`src/rtl/spin_sequencer.sv`:
```
// spin_sequencer: game-round controller between the raw start key and the
// payout logic. An accepted start press debits one credit, lets the three
// 2-bit reels follow the free-running counter, then stops them one at a time
// (A, B, C). Each reel stops after SPIN_CYCLES cycles. Once all three have
// stopped, a one-cycle result is issued with a win flag.
//
// Ports:
//   clk           system clock, all state updates on posedge
//   clear         synchronous active-high reset
//   start_n       raw start key, active-low, asynchronous to clk
//   credit_ok     at least one credit available (sampled at the press)
//   rand_in[5:0]  free-running counter; [5:4] reel A, [3:2] reel B, [1:0] reel C
//   debit         one-cycle pulse: charge one credit
//   spinning      high while any reel is still spinning
//   reel_a/b/c    symbol shown on each reel
//   result_valid  one-cycle pulse: reels final, win valid
//   win           all three reels equal (only with result_valid)
module spin_sequencer #(
  parameter int unsigned SPIN_CYCLES = 16
) (
  input  logic       clk,
  input  logic       clear,
  input  logic       start_n,
  input  logic       credit_ok,
  input  logic [5:0] rand_in,
  output logic       debit,
  output logic       spinning,
  output logic [1:0] reel_a,
  output logic [1:0] reel_b,
  output logic [1:0] reel_c,
  output logic       result_valid,
  output logic       win
);

  typedef enum logic [2:0] {
    IDLE,
    SPIN_A,
    SPIN_B,
    SPIN_C,
    RESULT
  } state_e;

  localparam logic [7:0] RELOAD = 8'(SPIN_CYCLES - 1);

  state_e     state_q, state_d;
  logic [7:0] timer_q, timer_d;
  logic [1:0] a_q, a_d;
  logic [1:0] b_q, b_d;
  logic [1:0] c_q, c_d;
  logic       debit_q, debit_d;
  logic       s1_q, s2_q, s3_q;
  logic       press;

  // Key released is the idle level, so the synchronizer chain clears to 1.
  always_ff @(posedge clk) begin
    if (clear) begin
      state_q <= IDLE;
      timer_q <= '0;
      a_q     <= '0;
      b_q     <= '0;
      c_q     <= '0;
      debit_q <= 1'b0;
      s1_q    <= 1'b1;
      s2_q    <= 1'b1;
      s3_q    <= 1'b1;
    end else begin
      state_q <= state_d;
      timer_q <= timer_d;
      a_q     <= a_d;
      b_q     <= b_d;
      c_q     <= c_d;
      debit_q <= debit_d;
      s1_q    <= start_n;
      s2_q    <= s1_q;
      s3_q    <= s2_q;
    end
  end

  // Falling edge of the synchronized key: high for exactly one cycle.
  assign press = s3_q & ~s2_q;

  always_comb begin
    state_d = state_q;
    timer_d = timer_q;
    a_d     = a_q;
    b_d     = b_q;
    c_d     = c_q;
    debit_d = 1'b0;
    unique case (state_q)
      IDLE: begin
        if (press && credit_ok) begin
          state_d = SPIN_A;
          timer_d = RELOAD;
          debit_d = 1'b1;
        end
      end
      SPIN_A: begin
        if (timer_q == '0) begin
          a_d     = rand_in[5:4];
          timer_d = RELOAD;
          state_d = SPIN_B;
        end else begin
          timer_d = timer_q - 8'd1;
        end
      end
      SPIN_B: begin
        if (timer_q == '0) begin
          b_d     = rand_in[3:2];
          timer_d = RELOAD;
          state_d = SPIN_C;
        end else begin
          timer_d = timer_q - 8'd1;
        end
      end
      SPIN_C: begin
        if (timer_q == '0) begin
          c_d     = rand_in[1:0];
          timer_d = RELOAD;
          state_d = RESULT;
        end else begin
          timer_d = timer_q - 8'd1;
        end
      end
      RESULT: begin
        state_d = IDLE;
      end
      default: begin
        state_d = IDLE;
      end
    endcase
  end

  // A reel follows the counter until its own stop edge, then shows its latch.
  always_comb begin
    spinning = 1'b0;
    reel_a   = a_q;
    reel_b   = b_q;
    reel_c   = c_q;
    unique case (state_q)
      SPIN_A: begin
        spinning = 1'b1;
        reel_a   = rand_in[5:4];
        reel_b   = rand_in[3:2];
        reel_c   = rand_in[1:0];
      end
      SPIN_B: begin
        spinning = 1'b1;
        reel_b   = rand_in[3:2];
        reel_c   = rand_in[1:0];
      end
      SPIN_C: begin
        spinning = 1'b1;
        reel_c   = rand_in[1:0];
      end
      default: begin
        spinning = 1'b0;
      end
    endcase
  end

  assign debit        = debit_q;
  assign result_valid = (state_q == RESULT);
  assign win          = result_valid & (a_q == b_q) & (a_q == c_q);

endmodule
```
`config.mk`:
```
export PLATFORM = sky130hd
export DESIGN_NAME = spin_sequencer
export DESIGN_NICKNAME = d
export VERILOG_FILES = /design/src/rtl/spin_sequencer.sv
export SDC_FILE = /design/constraint.sdc
export NUM_CORES = 1
export LEC_CHECK = 0
export CAP_MARGIN = 20
export CORE_UTILIZATION = 36
export CTS_BUF_LIST = sky130_fd_sc_hd__clkbuf_4 sky130_fd_sc_hd__clkbuf_8
export DETAILED_ROUTE_END_ITERATION = 8
export DONT_BUFFER_PORTS = 1
export PLACE_DENSITY = 0.56
export SYNTH_ARGS = -nofsm -noshare
export SYNTH_HDL_FRONTEND = slang
export SYNTH_SLANG_ARGS = --single-unit
```
`constraint.sdc`:
```
create_clock -name clk -period 1.8 [get_ports clk]
set_input_delay 0.45 -clock clk [delete_from_list [all_inputs] [get_ports clk]]
set_output_delay 0.45 -clock clk [all_outputs]
set_load 0.03 [all_outputs]
```
==> impl_metrics.yaml <==
clocking:
  postCtsHoldBufs: 0
  cts_setup_buffers: 0
  clock_sinks: 21
  clockBufferDepth: 2
  h-tree-depth: 1
  root_buffer: "clkbuf_4"
  cts_tree: "yes"
  cts_buffers: 3
  clk_latency_ns: 0.31
  clkSlewWorstSetupHoldPaths_ns: 0.12
placed_design:
  portBuffers: 0
  placed_cells: 155
  gp_congestion: 0.752
  dp_hpwl_mm: 1.67
  pre_cts_slack_ns: 0.0792
die:
  die_x_um: 57.1
  die_area_mm2: 0.00327
  start_util_pct: 38.7
  die-height_um: 57.1
  num_rows: 19
  design.core.area_mm2: 0.00283
  io_pins: 20
global_route:
  gr-total-overflow: 0
  first_global_vias: 847
  antenna_found_initial: 0
  grtUsageTotal_pct: 15.9
  grt_pass1_wl_mm: 3.97
  grt_max_degree: 19
power_and_ir_drop:
  p_leak_nw: 0.510
  total_power_mw: 1.40
  p_per_area_mw_per_mm2: 1070
  ir_worst_vdd_uv: 576
logic_synthesis:
  yosysSeqAreaShare_pct: 38.4
  synth_top_area_share_pct: 38.4
  syn-num-nets: 128
  yosys.area.top_type: "dfxtp_1"
  yosysMostFrequentCell: "dfxtp_1"
  yosys-top-cells-count: "dfxtp_1, nor2_1, mux2_2, nor3_1, a21oi_1"
  ys_ff_latch: 21
  async_reset_ff_share_pct: 0
  synth-edff-count: 0
  ys_types: 44
  synthTopCellsByArea: "dfxtp_1, mux2_2, nor2_1"
  syn_inst: 116
  synthFlopType: "dfxtp_1"
  syn_area_mm2: 0.00109
  syn_area_per_cell_um2: 9.44
  yosysWarnings: 0
critical_path:
  cpMaxStageDelayCell: "dfxtp_4"
  worstPathBufferInverterCount: 0
  worstPathArrival_ns: 1.39
  cp_slowest_stage_delay_ns: 0.42
  setup.worst_path.end_class: "output pin"
  critical_path_class: "flop to output pin"
  cp.required_ns: 1.35
  worstPathMaxFanout: 7
  cp_top_family: "flip-flops"
  path_cells: "nor3b_4, mux2_4"
  start_kind: "flop"
detailed_routing:
  vias: 871
  drcViolationCount: 4
  drt_iter0_markers: 17
  ant_nets: 0
  wirelength_mm: 2.23
  wl_per_cell_um: 14.1
  drt-pass1-iter-count: 6
  via_per_inst: 5.48
sta:
  hold_viol_final: 0
  relSlewSlack_pct: 66.1
  skew_ns: 0.00218
  setup_viol: 4
  drv_slew: 0
  finalSetupTns_ns: -0.152
  final.period_utilization_pct: 102
  timing.final.ws_setup_ns: -0.0418
  fin_crit_ns: 1.84
  rsz0062_at_grt: "yes"
  worst_pin_slew_ns: 0.507
  clock.fmax_mhz: 543
final_layout:
  layout-drive-gt1-share_pct: 34.4
  fin_cells: 159
  antenna_cells: 0
  layout.nets: 141
  final_util_pct: 46.5
  syn_to_final_growth_pct: 20.1
run_status:
  violations: "design-rule violations, negative setup slack"
  status: "finished, violations left"
job:
  maxCapViolations: 0
worst_hold_path:
  hold_class: "input pin to flop"
## flip-flops by register name, summed over array words and instances, names as in the netlist
name     cells
debit        1
a_q          2
s1_q         1
state_q      3
timer_q      8
c_q          2
s2_q         1
b_q          2
s3_q         1
## metrics by stage
stage	hold WS, ns	area, um^2
after floorplan	0.389	1100
after global placement	0.393	1220
after detailed placement	0.398	1220
after CTS	0.179	1300
after global routing	0.169	1320
final	0.191	1320
## layout by cell type (no fill, tap or decap), types with 3 or more instances in the layout
cell type / n
a211oi_1: 3
a21oi_1: 5
buf_4: 14
clkbuf_4: 4
dfxtp_1: 18
dfxtp_4: 3
inv_1: 3
mux2_4: 6
mux2i_1: 4
nand3_1: 3
nand4_1: 3
nor2_1: 12
nor3_1: 6
or2_2: 4
xnor2_1: 4
## cells by family (layout without fill, tap and decap cells)
group | Yosys count | count (layout) | synth area share, %
xor+xnor | 5 | 5 | 4.00
fa+ha+maj | 2 | 2 | 2.29
flops | 21 | 21 | 38.4
buf+inv | 9 | 21 | 3.54
simple gates | 48 | 48 | 25.0
compound gates | 21 | 21 | 16.9
mux | 10 | 10 | 9.83
## report_power, final
part | leakage [nW] | total [mW] | switching [mW] | internal (mW)
sequential | 0.173 | 0.557 | 0.0485 | 0.508
clock | 0.0184 | 0.247 | 0.146 | 0.102
combinational | 0.318 | 0.601 | 0.312 | 0.289
total | 0.510 | 1.40 | 0.506 | 0.899
## final cells by class
class	count	area, um^2
repair buffers	14	105
multi-input cells	86	698
clock buffers	4	30.0
fillers	264	1510
inverters	3	11.3
well taps	31	38.8
flip-flops and latches	21	432
## timing repair
action	CTS	global route
cloned	0	0
setup endpoints to repair	8	14
resized for setup	15	6
pin swaps	0	0
## layer usage
layer  part of all wire [%]  vias up  GRT usage (%)
li1                       -      446              -
met1                     49      402           21.9
met2                     45       18           24.0
met3                    5.1        5           4.99
met4                    1.2        0           4.18
met5                      0        -              0
## path summary, 6_finish.rpt
| check | from | end | slack (ns) | cells after the start |
|---|---|---|---|---|
| worst max register to register | timer_q[0] | state_q[0] | 0.15 | 6 |
| worst min-delay path | clear | state_q[2] | 0.19 | 1 |
| worst min register to register | s1_q | s2_q | 0.42 | 1 |
| worst max-delay path | state_q[0] | reel_a[1] | -0.04 | 2 |
Power figures use the tool's default switching activity.
